File: src/rtl/imm_gen_pipe.sv
// imm_gen_pipe: pipelined RV32I/RV64I immediate generator.
// Decodes the immediate, its format and an illegal flag from a 32-bit
// instruction word and presents them one cycle later behind a valid/ready
// handshake. An output register plus one skid register give two entries of
// buffering so the block runs at full throughput under backpressure while
// in_ready stays a pure register output.
// Optional feature: define IMM_GEN_CSR_EN to decode CSR immediate forms
// (csrrwi/csrrsi/csrrci) as type Z; otherwise SYSTEM is reported illegal.

module imm_gen_pipe #(
    parameter int XLEN    = 32,
    parameter int SHAMT_W = 5
) (
    input  logic            clk,
    input  logic            reset_n,
    input  logic            in_valid,
    output logic            in_ready,
    input  logic [31:0]     in_instr,
    output logic            out_valid,
    input  logic            out_ready,
    output logic [XLEN-1:0] out_imm,
    output logic [2:0]      out_type,
    output logic            out_illegal
);

    // Immediate format codes as seen on out_type.
    typedef enum logic [2:0] {
        IMM_NONE = 3'd0,
        IMM_I    = 3'd1,
        IMM_S    = 3'd2,
        IMM_B    = 3'd3,
        IMM_U    = 3'd4,
        IMM_J    = 3'd5,
        IMM_Z    = 3'd6
    } imm_type_e;

    // Major opcodes that carry (or explicitly lack) an immediate.
    localparam logic [6:0] OPC_OP_IMM = 7'b0010011;
    localparam logic [6:0] OPC_LOAD   = 7'b0000011;
    localparam logic [6:0] OPC_JALR   = 7'b1100111;
    localparam logic [6:0] OPC_STORE  = 7'b0100011;
    localparam logic [6:0] OPC_BRANCH = 7'b1100011;
    localparam logic [6:0] OPC_LUI    = 7'b0110111;
    localparam logic [6:0] OPC_AUIPC  = 7'b0010111;
    localparam logic [6:0] OPC_JAL    = 7'b1101111;
    localparam logic [6:0] OPC_OP     = 7'b0110011;
    localparam logic [6:0] OPC_SYSTEM = 7'b1110011;

    // ------------------------------------------------------------------
    // Combinational decode of the incoming word
    // ------------------------------------------------------------------
    logic [6:0]      opcode;
    logic [2:0]      funct3;
    logic [31:0]     imm_i;
    logic [31:0]     imm_s;
    logic [31:0]     imm_b;
    logic [31:0]     imm_u;
    logic [31:0]     imm_j;
    logic [XLEN-1:0] dec_imm;
    imm_type_e       dec_type;
    logic            dec_illegal;

    assign opcode = in_instr[6:0];
    assign funct3 = in_instr[14:12];

    // 32-bit sign-extended candidates for every format; the final stage
    // widens the selected one to XLEN.
    assign imm_i = {{20{in_instr[31]}}, in_instr[31:20]};
    assign imm_s = {{20{in_instr[31]}}, in_instr[31:25], in_instr[11:7]};
    assign imm_b = {{20{in_instr[31]}}, in_instr[7], in_instr[30:25],
                    in_instr[11:8], 1'b0};
    assign imm_u = {in_instr[31:12], 12'b0};
    assign imm_j = {{12{in_instr[31]}}, in_instr[19:12], in_instr[20],
                    in_instr[30:21], 1'b0};

    // Select immediate, format and illegal flag from the opcode.
    always_comb begin
        dec_imm     = '0;
        dec_type    = IMM_NONE;
        dec_illegal = 1'b0;
        case (opcode)
            OPC_OP_IMM: begin
                dec_type = IMM_I;
                if (funct3 == 3'b001 || funct3 == 3'b101) begin
                    dec_imm = XLEN'(in_instr[20 +: SHAMT_W]);
                end else begin
                    dec_imm = XLEN'($signed(imm_i));
                end
            end
            OPC_LOAD, OPC_JALR: begin
                dec_type = IMM_I;
                dec_imm  = XLEN'($signed(imm_i));
            end
            OPC_STORE: begin
                dec_type = IMM_S;
                dec_imm  = XLEN'($signed(imm_s));
            end
            OPC_BRANCH: begin
                dec_type = IMM_B;
                dec_imm  = XLEN'($signed(imm_b));
            end
            OPC_LUI, OPC_AUIPC: begin
                dec_type = IMM_U;
                dec_imm  = XLEN'($signed(imm_u));
            end
            OPC_JAL: begin
                dec_type = IMM_J;
                dec_imm  = XLEN'($signed(imm_j));
            end
            OPC_OP: begin
                dec_type = IMM_NONE;
            end
`ifdef IMM_GEN_CSR_EN
            OPC_SYSTEM: begin
                if (funct3 == 3'b101 || funct3 == 3'b110 || funct3 == 3'b111) begin
                    dec_type = IMM_Z;
                    dec_imm  = XLEN'(in_instr[19:15]);
                end
            end
`else
            OPC_SYSTEM: begin
                dec_illegal = 1'b1;
            end
`endif
            default: begin
                dec_illegal = 1'b1;
            end
        endcase
    end

    // ------------------------------------------------------------------
    // Handshake and buffer steering
    // ------------------------------------------------------------------
    logic            in_fire;
    logic            out_free;
    logic            load_out_from_in;
    logic            load_out_from_skid;
    logic            load_skid;

    logic            skid_valid;
    logic [XLEN-1:0] skid_imm;
    imm_type_e       skid_type;
    logic            skid_illegal;
    imm_type_e       out_type_q;

    assign in_fire  = in_valid && in_ready;
    assign out_free = !out_valid || out_ready;

    // Decide which register captures which word on the coming edge. A full
    // skid always has priority so acceptance order is preserved.
    always_comb begin
        load_out_from_in   = 1'b0;
        load_out_from_skid = 1'b0;
        load_skid          = 1'b0;
        if (skid_valid) begin
            load_out_from_skid = out_free;
        end else if (out_free) begin
            load_out_from_in = in_fire;
        end else begin
            load_skid = in_fire;
        end
    end

    // Occupancy flags; in_ready mirrors the next skid state so it never
    // depends combinationally on out_ready.
    always_ff @(posedge clk) begin
        if (!reset_n) begin
            out_valid  <= 1'b0;
            skid_valid <= 1'b0;
            in_ready   <= 1'b1;
        end else begin
            if (load_out_from_skid) begin
                out_valid  <= 1'b1;
                skid_valid <= 1'b0;
                in_ready   <= 1'b1;
            end else if (load_skid) begin
                skid_valid <= 1'b1;
                in_ready   <= 1'b0;
            end else if (out_free) begin
                out_valid <= load_out_from_in;
            end
        end
    end

    // Output payload register; holds its value while stalled.
    always_ff @(posedge clk) begin
        if (!reset_n) begin
            out_imm     <= '0;
            out_type_q  <= IMM_NONE;
            out_illegal <= 1'b0;
        end else if (load_out_from_skid) begin
            out_imm     <= skid_imm;
            out_type_q  <= skid_type;
            out_illegal <= skid_illegal;
        end else if (load_out_from_in) begin
            out_imm     <= dec_imm;
            out_type_q  <= dec_type;
            out_illegal <= dec_illegal;
        end
    end

    // Skid payload register; captures a word accepted while the output stalls.
    always_ff @(posedge clk) begin
        if (!reset_n) begin
            skid_imm     <= '0;
            skid_type    <= IMM_NONE;
            skid_illegal <= 1'b0;
        end else if (load_skid) begin
            skid_imm     <= dec_imm;
            skid_type    <= dec_type;
            skid_illegal <= dec_illegal;
        end
    end

    assign out_type = out_type_q;

endmodule

File: config.mk
export PLATFORM = sky130hd
export DESIGN_NAME = imm_gen_pipe
export DESIGN_NICKNAME = d
export VERILOG_FILES = /design/src/rtl/imm_gen_pipe.sv
export SDC_FILE = /design/constraint.sdc
export NUM_CORES = 1
export LEC_CHECK = 0
export ABC_AREA = 0
export BUFFER_PORTS_ARGS = -buffer_cell sky130_fd_sc_hd__clkbuf_2
export CAP_MARGIN = 20
export CORE_MARGIN = 10
export CORE_UTILIZATION = 54
export DETAILED_ROUTE_END_ITERATION = 10
export GPL_TIMING_DRIVEN = 0
export PLACE_DENSITY = 0.79
export SYNTH_ARGS = -nofsm -noshare
export SYNTH_HDL_FRONTEND = slang
export SYNTH_SLANG_ARGS = --single-unit
File: constraint.sdc
create_clock -name clk -period 2.1 [get_ports clk]
set_clock_uncertainty 0.1 [all_clocks]
set_input_delay 0.315 -clock clk [delete_from_list [all_inputs] [get_ports clk]]
set_output_delay 0.315 -clock clk [all_outputs]
set_load 0.02 [all_outputs]
==> flow_metrics.env <==
export IMPL_nFillCells=538
export IMPL_rsz0062_at_grt="no"
export IMPL_viasPerCell=5.94
export IMPL_drv_slew=0
export IMPL_ant_nets=0
export IMPL_syn_inst=392
export IMPL_drt_wl_total_um=9800
export IMPL_grt_pass1_vias=3329
export IMPL_final_common_cell="dfxtp_1"
export IMPL_clk_pin_slew_ps=80
export IMPL_slowest_stage="a21oi_1"
export IMPL_hp_class="in -> reg"
export IMPL_syn_to_final_growth_pct=20.0
export IMPL_die_w_um=98.6
export IMPL_cpPeakStageDelay_ps=560
export IMPL_diodes=0
export IMPL_clockRootBuffer="clkbuf_8"
export IMPL_first_pass_iters=5
export IMPL_setup_violations_final=0
export IMPL_fmax_mhz=491
export IMPL_drt_wirelength_per_cell_um=17.7
export IMPL_crit_type="reg -> reg"
export IMPL_ir_drop_mv=0.401
export IMPL_dieArea_mm2=0.00973
export IMPL_cp_cell_sequence="inv_1, clkbuf_1, a21oi_1, o221ai_1, a21boi_1"
export IMPL_routabilityCongestion=0.904
export IMPL_worst_pin_slew_ps=624
export IMPL_yosys_warnings=0
export IMPL_clk_path_buf_depth=2
export IMPL_cp_max_fo=10
export IMPL_clk_latency_ps=350
export IMPL_startpoint_type="flip-flop"
export IMPL_p_per_area_mw_per_mm2=782
export IMPL_p_leak_nw=1.54
export IMPL_async_flop_share_pct=0
export IMPL_grt_overflow=0
export IMPL_die_h_um=98.6
export IMPL_cap_violations=0
export IMPL_slew_headroom_pct=58.4
export IMPL_outcome="finished, final reports clean"
export IMPL_post_dp_hpwl_um=7250
export IMPL_antenna_found_initial=0
export IMPL_dr_first_iter_drc_count=262
export IMPL_layout_cells_most_common_list="dfxtp_1 (75), clkbuf_2 (73), a21oi_1 (45), o21ai_0 (42), nand2_1 (40)"
export IMPL_fin_crit_ps=2040
export IMPL_grt_max_degree=15
export IMPL_post_route_drc_count=0
export IMPL_cts_setup_buffers=0
export IMPL_num_rows=28
export IMPL_drive_gt1_share_pct=25.6
export IMPL_yosysUniqueCellTypes=43
export IMPL_grt_usage_pct=19.7
export IMPL_multi_input_area_mm2=0.00167
export IMPL_syn_area_mm2=0.00334
export IMPL_period_share_pct=96.9
export IMPL_cts_htree_levels=3
export IMPL_ios=74
export IMPL_finalNetCount=511
export IMPL_numCtsBuffers=9
export IMPL_fin_total_pwr_mw=3.13
export IMPL_cp_data_required_time_ps=2280
export IMPL_cts_tree="built"
export IMPL_ys_ff_latch=75
export IMPL_final_hold_viol_count=0
export IMPL_io_buffers=72
export IMPL_coreArea_mm2=0.00596
export IMPL_start_util_pct=56.1
export IMPL_ys_flop_type="dfxtp_1"
export IMPL_final_setup_tns_ps=0
export IMPL_vias=3297
export IMPL_cp_end_kind="flip-flop"
export IMPL_grt_pass1_wl_um=16400
export IMPL_final_seq_area_mm2=0.00150
export IMPL_synth_edff_count=0
export IMPL_cts_sinks=75
export IMPL_seq_area_frac_synth_pct=45.0
export IMPL_postSynthAreaPerCell_um2=8.52
export IMPL_synth_nets=428
export IMPL_cp_arrival_ps=2220
[cell usage after synthesis, types with 3 or more instances]
library cell | instances | share of area, %
clkbuf_1 | 20 | 2.2
a21boi_0 | 10 | 2.2
nand3_1 | 17 | 2.5
o211ai_1 | 21 | 4.7
or3_1 | 21 | 3.9
nand2_1 | 40 | 4.5
o21a_1 | 3 | 0.67
nand4_1 | 4 | 0.75
nand2b_1 | 3 | 0.56
o21ai_0 | 42 | 6.3
buf_4 | 3 | 0.67
a221oi_1 | 6 | 1.6
a22oi_1 | 5 | 1.1
nor3b_1 | 4 | 0.90
buf_2 | 10 | 1.5
nor2_1 | 16 | 1.8
and2_1 | 3 | 0.56
dfxtp_1 | 75 | 45
o311ai_1 | 4 | 1.0
a21oi_2 | 8 | 2.1
a21oi_1 | 45 | 6.7
inv_1 | 4 | 0.45
[worst max-delay path, delay by kind of cell, from the launching register on]
| family | cells | cell delay [ps] |
|---|---|---|
| AOI/OAI and AO/OA | 3 | 930 |
| buffers and inverters | 2 | 380 |
| DFF | 1 | 550 |
[what timing repair did]
item	in CTS	in global routing
hold buffers	0	0
setup endpoints to repair	0	10
gates resized for setup	0	3
[sequential cells by signal, summed over array words and instances (netlist names)]
signal	flops
skid_imm	32
out_imm	32
out_valid	1
skid_illegal	1
skid_valid	1
out_illegal	1
out_type	3
skid_type	3
in_ready	1
[final timing paths]
kind                                   start            to  slack, ps  cells past startpoint
worst max-delay path              skid_valid   out_type[1]         60                      5
worst min-delay path            in_instr[18]  skid_imm[18]        120                      3
worst max register to register    skid_valid   out_type[1]         60                      5
worst min register to register   out_type[2]   out_type[2]        360                      2
[where the power goes]
| group | switching [mW] | internal, mW |
|---|---|---|
| combinational | 0.287 | 0.152 |
| sequential | 0.0397 | 1.49 |
| clock | 0.569 | 0.591 |
| total | 0.895 | 2.24 |
[logic make-up (layout without fill, tap and decap cells)]
kind of cell	Yosys count	after routing	share of synthesized area [%]
AO/OA/AOI/OAI	157	157	30.3
AND/OR/NAND/NOR	121	121	19.2
flip-flops	75	75	45.0
buffers and inverters	38	126	5.21
multiplexers	1	1	0.337
[per-layer routing]
layer | GRT usage [%] | wire [um] | up-vias
met3 | 4.47 | 786 | 11
li1 | - | - | 1600
met5 | 0 | 0 | -
met4 | 6.06 | 91 | 0
met1 | 24.8 | 4250 | 1532
met2 | 32.7 | 4680 | 154
[final cells by class]
type | instances | share of cell area [%]
timing repair buffer | 72 | 8.99
clock inverter | 6 | 1.78
inverter | 4 | 0.375
clock buffer | 10 | 3.44
tap | 75 | 2.34
buffer | 34 | 4.00
sequential | 75 | 37.5
multi-input combinational | 279 | 41.6
[stage by stage]
stage                     cells  hold WS (ps)  area, um^2  util (%)  setup WS, ps
after floorplan             392           341        3340         -           352
after global placement      539           339        3790      63.7           156
after detailed placement    539           352        3790      63.7          98.1
after CTS                   555           115        4000      67.2           122
after global routing        555           138        4010      67.3          4.06
final                       555           117        4010      67.3          64.3
Power figures use the tool's default switching activity.
